File: src/rtl/add3_pkg.sv
// Package for the pipelined three-operand adder (add3_pipe).
// Holds the operand-interpretation mode type and the width helper used to
// size the internal carry-save / carry-propagate datapath.
package add3_pkg;

  // Operand interpretation for one transaction.
  typedef enum logic {
    ADD3_UNSIGNED = 1'b0,
    ADD3_SIGNED   = 1'b1
  } add3_mode_t;

  // Internal datapath width for a w-bit three-operand sum.
  // Two guard bits hold any sum of three w-bit values, signed or unsigned:
  // unsigned max 3*(2^w-1) < 2^(w+2); signed range fits a (w+2)-bit signed word.
  function automatic int ext3(input int w);
    return w + 2;
  endfunction

endpackage

File: src/rtl/add3_pipe_csa3to2.sv
// 3:2 carry-save compressor, N bits wide, purely combinational.
// Reduces three addends to a sum word and a carry word such that
// a + b + c == sum + (carry << 1) (modulo 2^(N+1)).
module csa3to2 #(
  parameter int N = 4
) (
  input  logic [N-1:0] a,
  input  logic [N-1:0] b,
  input  logic [N-1:0] c,
  output logic [N-1:0] sum,
  output logic [N-1:0] carry
);

  // Bitwise full-adder: parity for the sum, majority for the carry.
  always_comb begin
    sum   = a ^ b ^ c;
    carry = (a & b) | (a & c) | (b & c);
  end

endmodule

File: src/rtl/add3_pipe.sv
// Pipelined three-operand adder for the divider datapath.
// Stage 1 sign/zero-extends the operands and compresses them with a 3:2
// carry-save step; stage 2 does the carry-propagate add, overflow detection
// and (optionally) saturation. Two-deep, strictly in-order, no drops.
//
// Build option: define ADD3_SAT_EN to clamp out_sum on overflow; without it
// out_sum is the sum modulo 2^WIDTH. out_ovf is reported in both builds.
//
// Handshake: a transfer happens on a side in a cycle where valid && ready are
// both high at the rising edge; valid never waits on ready, in_ready depends
// only on registered state and out_ready, and nothing on out_* depends on
// out_ready combinationally.
module add3_pipe
  import add3_pkg::*;
#(
  parameter int WIDTH = 2
) (
  input  logic             clk,
  input  logic             rst_n,
  input  logic             in_valid,
  output logic             in_ready,
  input  logic             in_signed,
  input  logic [WIDTH-1:0] in_a,
  input  logic [WIDTH-1:0] in_b,
  input  logic [WIDTH-1:0] in_c,
  output logic             out_valid,
  input  logic             out_ready,
  output logic [WIDTH-1:0] out_sum,
  output logic             out_ovf
);

  localparam int EW = ext3(WIDTH);

  localparam logic [WIDTH-1:0] UMAX = {WIDTH{1'b1}};
  localparam logic [WIDTH-1:0] SMAX = {1'b0, {(WIDTH-1){1'b1}}};
  localparam logic [WIDTH-1:0] SMIN = {1'b1, {(WIDTH-1){1'b0}}};

  // Stage-1 registers
  logic          s1_valid;
  logic [EW-1:0] s1_sv;
  logic [EW-1:0] s1_cv;
  add3_mode_t    s1_signed;

  // Stage-1 combinational operands and compressor outputs
  add3_mode_t    in_mode;
  logic [EW-1:0] ext_a;
  logic [EW-1:0] ext_b;
  logic [EW-1:0] ext_c;
  logic [EW-1:0] csa_sum;
  logic [EW-1:0] csa_carry;

  // Stage-2 combinational result
  logic [EW-1:0]    full;
  logic             ovf_c;
  logic [WIDTH-1:0] res_c;

  // Pipeline control
  logic in_fire;
  logic s2_adv;

  // Stage 2 may load whenever the output register is empty or being drained.
  // Stage 1 may accept whenever it is empty or will move into stage 2.
  always_comb begin
    s2_adv   = s1_valid && (!out_valid || out_ready);
    in_ready = !s1_valid || (!out_valid || out_ready);
    in_fire  = in_valid && in_ready;
  end

  // Extend each operand by two guard bits according to the transaction mode.
  always_comb begin
    in_mode = in_signed ? ADD3_SIGNED : ADD3_UNSIGNED;
    ext_a   = {{2{in_signed & in_a[WIDTH-1]}}, in_a};
    ext_b   = {{2{in_signed & in_b[WIDTH-1]}}, in_b};
    ext_c   = {{2{in_signed & in_c[WIDTH-1]}}, in_c};
  end

  csa3to2 #(
    .N(EW)
  ) u_csa (
    .a    (ext_a),
    .b    (ext_b),
    .c    (ext_c),
    .sum  (csa_sum),
    .carry(csa_carry)
  );

  // Stage-1 register: capture carry-save words on an input transfer.
  always_ff @(posedge clk or negedge rst_n) begin
    if (!rst_n) begin
      s1_valid  <= 1'b0;
      s1_sv     <= '0;
      s1_cv     <= '0;
      s1_signed <= ADD3_UNSIGNED;
    end else begin
      if (in_fire) begin
        s1_valid  <= 1'b1;
        s1_sv     <= csa_sum;
        s1_cv     <= csa_carry;
        s1_signed <= in_mode;
      end else if (s2_adv) begin
        s1_valid <= 1'b0;
      end
    end
  end

  // Carry-propagate add, overflow test and result selection.
  // Signed: the sum fits iff the top three bits of the extended word agree.
  // Unsigned: the sum fits iff both guard bits are clear.
  always_comb begin
    full  = s1_sv + (s1_cv << 1);
    ovf_c = 1'b0;
    res_c = full[WIDTH-1:0];
    if (s1_signed == ADD3_SIGNED) begin
      ovf_c = !((&full[EW-1:WIDTH-1]) || !(|full[EW-1:WIDTH-1]));
    end else begin
      ovf_c = |full[EW-1:WIDTH];
    end
`ifdef ADD3_SAT_EN
    if (ovf_c) begin
      if (s1_signed == ADD3_SIGNED) begin
        res_c = full[EW-1] ? SMIN : SMAX;
      end else begin
        res_c = UMAX;
      end
    end
`endif
  end

  // Output register: load from stage 1, otherwise drain on out_ready;
  // contents hold while the consumer stalls.
  always_ff @(posedge clk or negedge rst_n) begin
    if (!rst_n) begin
      out_valid <= 1'b0;
      out_sum   <= '0;
      out_ovf   <= 1'b0;
    end else begin
      if (s2_adv) begin
        out_valid <= 1'b1;
        out_sum   <= res_c;
        out_ovf   <= ovf_c;
      end else if (out_ready) begin
        out_valid <= 1'b0;
      end
    end
  end

endmodule

File: config.mk
export PLATFORM = sky130hd
export DESIGN_NAME = add3_pipe
export DESIGN_NICKNAME = d
export VERILOG_FILES = /design/src/rtl/add3_pkg.sv /design/src/rtl/add3_pipe_csa3to2.sv /design/src/rtl/add3_pipe.sv
export SDC_FILE = /design/constraint.sdc
export NUM_CORES = 1
export LEC_CHECK = 0
export ABC_AREA = 1
export BUFFER_PORTS_ARGS = -buffer_cell sky130_fd_sc_hd__buf_2
export CAP_MARGIN = 20
export CORE_AREA = 4 4 41 43
export CTS_BUF_LIST = sky130_fd_sc_hd__clkbuf_16
export CTS_CLUSTER_DIAMETER = 60
export CTS_CLUSTER_SIZE = 24
export DETAILED_ROUTE_END_ITERATION = 10
export DIE_AREA = 0 0 45 47
export GPL_TIMING_DRIVEN = 0
export PLACE_DENSITY_LB_ADDON = 0.3
export SYNTH_ARGS = -nofsm -noshare
export SYNTH_HDL_FRONTEND = slang
export SYNTH_SLANG_ARGS = --single-unit
export TNS_END_PERCENT = 1
File: constraint.sdc
create_clock -name clk -period 3.1 [get_ports clk]
set_input_delay 0.62 -clock clk [delete_from_list [all_inputs] [get_ports clk]]
set_output_delay 0.62 -clock clk [all_outputs]
set_load 0.005 [all_outputs]
Yosys cells after proc, flatten, opt, wreduce, memory -nomap -nowiden
Index checks and enable logic that the tools add are counted.
Word-level totals
  RAM bits: 0
  input port bits: 11
  memories: 0
  word-level logic and storage cells: 38
  ROM bits: 0
  bits in latches: 0
  register bits: 13
Cells by class
  multiply operators: 0
  bitwise logic cells: 10
  order comparisons: 0
  equal/unequal tests: 0
  mux-type cells: 6
  shifts and indexed selects: 0
  add/sub/neg operators: 1
  reduce and logical (&&, ||, !) cells: 14
  divide/modulo/power cells: 0
Operator list (number)
  $and 3x3->3: 3
  $xor 4x4->4: 2
  $mux 1: 6
  $or 3x3->3: 2
  $add 4x4->4: 1
  $logic_not 1->1: 4
  $reduce_bool 2->1: 2
  $and 1x1->1: 3
  $logic_or 1x1->1: 3
  $reduce_and 3->1: 1
  $reduce_or 3->1: 1
  $logic_and 1x1->1: 2
  $reduce_or 2->1: 1

Longest topological paths before layout
  word-level depth: 6
  mapped depth: 8
  mapped depth without buffers: 8

By module
A second synthesis with hierarchy kept.
Second synthesis, totals
  cell total of the unflattened synthesis: 78
  area, all modules: 714.4 sq um
By module, submodules not included
  add3_pipe: cells each 74, area an instance 634.4 sq um, instances 1
  csa3to2: cells each 4, area an instance 80.1 sq um, instances 1

Worst setup path before layout
No wires, ideal clock.
  kind: input port to flip-flop
  from: input in_a[1]
  to: register s1_sv[2]
  stages: 5
  setup slack: 1664 ps
  data required time: 3023 ps
  arrival time: 1359 ps
  path buffers: 0
  library setup time: 77 ps
  path through: nand2_1 inv_1 fa_1 nor2_1 a21oi_1
On the way
  longest elaborated chain between the ends: 3
Ends and longest elaborated chain
  start, declared: line add3_pipe.sv:23  | input logic [WIDTH-1:0] in_a,
  $and 1x1->1: line add3_pipe.sv:72  | ext_a = {{2{in_signed & in_a[WIDTH-1]}}, in_a};
  $xor 4x4->4 (2 in a row): line add3_pipe_csa3to2.sv:16  | sum = a ^ b ^ c;
  named net csa_sum[2]: line add3_pipe.sv:49  | logic [EW-1:0] csa_sum;
  end signal, assigned: line add3_pipe.sv:97  | s1_sv <= csa_sum;
  end, declared: line add3_pipe.sv:40  | logic [EW-1:0] s1_sv;
The timed path passes the listed nets, and every way through them passes these cells.
A chain may end at the register's enable or synchronous reset.

Worst setup path after layout
  from: input out_ready
  to: output in_ready
On the way
  longest elaborated chain between the ends: 2
Ends and longest elaborated chain
  start, declared: line add3_pipe.sv:27  | input logic out_ready,
  $logic_or 1x1->1 (2 in a row): line add3_pipe.sv:65  | in_ready = !s1_valid || (!out_valid || out_ready);
  end, declared: line add3_pipe.sv:21  | output logic in_ready,
Every way passes these cells.

==> results by group <==
Layout
  • Post-Layout Inst Area: 831 µm²
  • Fillers: 118
  • Nets@finish: 109
  • Ratio of cells with drive above 1 in the final layout: 30.4%
  • Multi-input gate area: 313 µm²
  • Register area: 300 µm²
  • Synthesis-to-finish area growth: 26.2%
  • ANT cells: 0

Power and ir drop
  • Combinational Power Share: 24.2%
  • VDD IR max: 0.000329 V
  • Pwr Density: 726 nW/µm²
  • Switch share: 28.8%
  • Switching component of the power: 0.174 mW
  • Pint: 0.430 mW
  • P_leak: 0.457 nW
  • Clock share of power: 39.3%
  • Sequential group share of total power: 36.5%
  • Pwr Total: 0.603 mW

Global routing
  • Vias in the first global route: 556
  • GR Util All Layers: 15.9%
  • First-pass GRT wire length: 2.26 mm
  • Largest net degree at the start of global routing: 13
  • Grt ovf: 0
  • Initial antenna violation count: 0

Detailed routing
  • Via/cell ratio: 5.04
  • Avg WL per Cell: 11.4 µm
  • DRC: 0
  • Routed Antenna Nets: 0
  • Detailed-route via count: 539
  • Initial DRC count: 11
  • Total Wirelength: 1.22 mm
  • DRT Pass-1 Iters: 4

Yosys
  • Leading area contributor after synthesis: dfrtp_1
  • Leading cell types by count after synthesis: 27 x nand2_1, 12 x dfrtp_1, 8 x nand3_1, 6 x inv_1, 4 x fa_1
  • Flops & latches, synth: 12
  • Number of synthesized flops with an enable pin: 0
  • Synth Flop Type: dfrtp_1
  • Synth Instances: 73
  • Syn Std Cell Area: 658 µm²
  • Top cells by area, synth: dfrtp_1 46%, nand2_1 15%, fa_1 12%
  • Count leader, synth: nand2_1
  • Post-synthesis cell type count: 16
  • Post-synth top area share: 45.6%
  • Syn Nets: 89
  • Synth warn: 0
  • Seq/Total Area, Yosys: 45.6%
  • Async SR Flop Fraction: 100%
  • Syn_area_per_cell: 9.02 µm²

Timing
  • Fin crit share: 53.3%
  • Setup violations, final: 0
  • Relative slew slack: 82.2%
  • Achievable Freq: 0.605 GHz
  • Max-slew violation count: 0
  • Final Hold Viols: 0
  • Final Skew: 0.00288 ns
  • Setup tns final: 0 ns
  • Setup WS post-layout: 1.45 ns
  • Unrepaired setup endpoints after global routing: no
  • Tmin final: 1.65 ns
  • Worst-margin pin slew: 0.267 ns

Hold path
  • Worst hold path class: in -> async

Setup path
  • Critical-path top delay cell: buf_2
  • Largest delay share family, worst path: buffers and inverters
  • Crit path launch type: primary input
  • CP bufs+invs: 3
  • CP max stage delay: 0.15 ns
  • Most used cell, CP: buf_2
  • WP data arrival: 1.03 ns
  • Worst path required time: 2.48 ns
  • Crit Path Category: in -> out
  • Crit path cell chain: buf_2 > inv_2 > nand3_4 > buf_2
  • CP Max Fanout: 7
  • Setup crit end kind: output pin

Clocking
  • CTS sink count: 12
  • Clock-pin slew on the worst setup and hold paths: 0.04 ns
  • CTS tree: yes
  • Postcts setup bufs: 0
  • H-tree depth: 1
  • Root Buffer: clkbuf_16
  • # resized after CTS: 0
  • Clock Latency Late Sink: 0.24 ns
  • Hold-fix buffer count after cts: 0
  • Inserted Clock Buffers: 3
  • Max clock buf depth: 2

Placement
  • IO buf count: 15
  • Setup WS pre-CTS: 1.44 ns
  • Total placed instance area: 752 µm²
  • Final RePlAce weighted congestion: 0.712
  • Post-DP HPWL: 963 µm

Die
  • # IOs: 16
  • Die height: 47 µm
  • Die width: 45 µm
  • Full die area: 2120 µm²
  • Placeable Area: 1300 µm²
  • Initial cell density of the core: 50.6%
  • Row count: 13

Outcome
  • Status: finished, final reports clean

Run
  • Max-cap violations: 0
power groups by stage:
stage               sequential, mW  clock, mW  combinational [mW]
finish                       0.220      0.237               0.146
global route                 0.226      0.246               0.175
CTS                          0.220      0.241               0.148
detailed placement           0.222          0               0.147
global placement             0.219          0               0.139
floorplan                    0.221          0              0.0926
per-stage QoR:
| stage | utilization (%) | hold slack (ns) | instances |
|---|---|---|---|
| 6_report | 63.8 | 0.248 | 107 |
| 5_1_grt | 63.8 | 0.262 | 107 |
| 4_1_cts | 63.8 | 0.253 | 107 |
| 3_5_place_dp | 57.8 | 0.469 | 103 |
| 3_3_place_gp | 57.8 | 0.457 | 103 |
| 2_1_floorplan | - | 0.324 | 73 |
metal layers:
metal	track usage, %	vias to the layer above	share of wire (%)
li1	-	263	-
met1	16.3	247	39
met2	26.3	22	50
met3	4.60	7	6.7
met4	14.0	0	4.9
met5	0	-	0
placed cells by master, fill, tap and decap left out:
cell type / instances
clkbuf_16: 3
buf_2: 15
inv_1: 6
dfrtp_1: 12
nand3_1: 8
and3_1: 1
a21oi_2: 2
nor2_2: 2
ha_1: 1
fa_1: 4
o21ai_0: 1
a21oi_1: 2
nand2_2: 1
clkinv_1: 1
nand2_1: 27
nand3_4: 1
inv_2: 3
nor2_1: 1
buf_6: 1
layout make-up:
cell class	count	share of cell area, %
multi-input cells	51	37.7
clock inverters	1	0.452
well taps	15	2.26
flip-flops and latches	12	36.1
inverters	9	4.07
clock buffers	3	9.04
plain buffers	1	1.36
repair buffers	15	9.04
path summary, 6_finish.rpt:
check	start	depth (start not counted)	slack, ns	end
worst max-delay path	out_ready	4	1.45	in_ready
worst min-delay path	rst_n	1	0.25	out_ovf
worst max register to register	s1_sv[1]	6	1.55	out_ovf
worst min register to register	out_sum[1]	2	0.47	out_sum[1]
max in group asynchronous	rst_n	1	2.64	s1_cv[1]
min in group clk	out_sum[1]	2	0.47	out_sum[1]
cell families (layout without fill, tap and decap cells):
family / Yosys count / after routing / synth area share [%]
adder cells (fa/ha/maj): 5 / 5 / 14.1
buffers and inverters: 10 / 29 / 6.84
flip-flops: 12 / 12 / 45.6
AND/OR/NAND/NOR: 41 / 41 / 28.5
AO/OA/AOI/OAI: 5 / 5 / 4.94
flip-flops by register name (all words and copies together), names as in the netlist:
name	count
s1_cv	3
s1_sv	3
out_sum	2
out_ovf	1
out_valid	1
s1_signed	1
s1_valid	1
No activity file was read; power rests on OpenSTA's default activity.
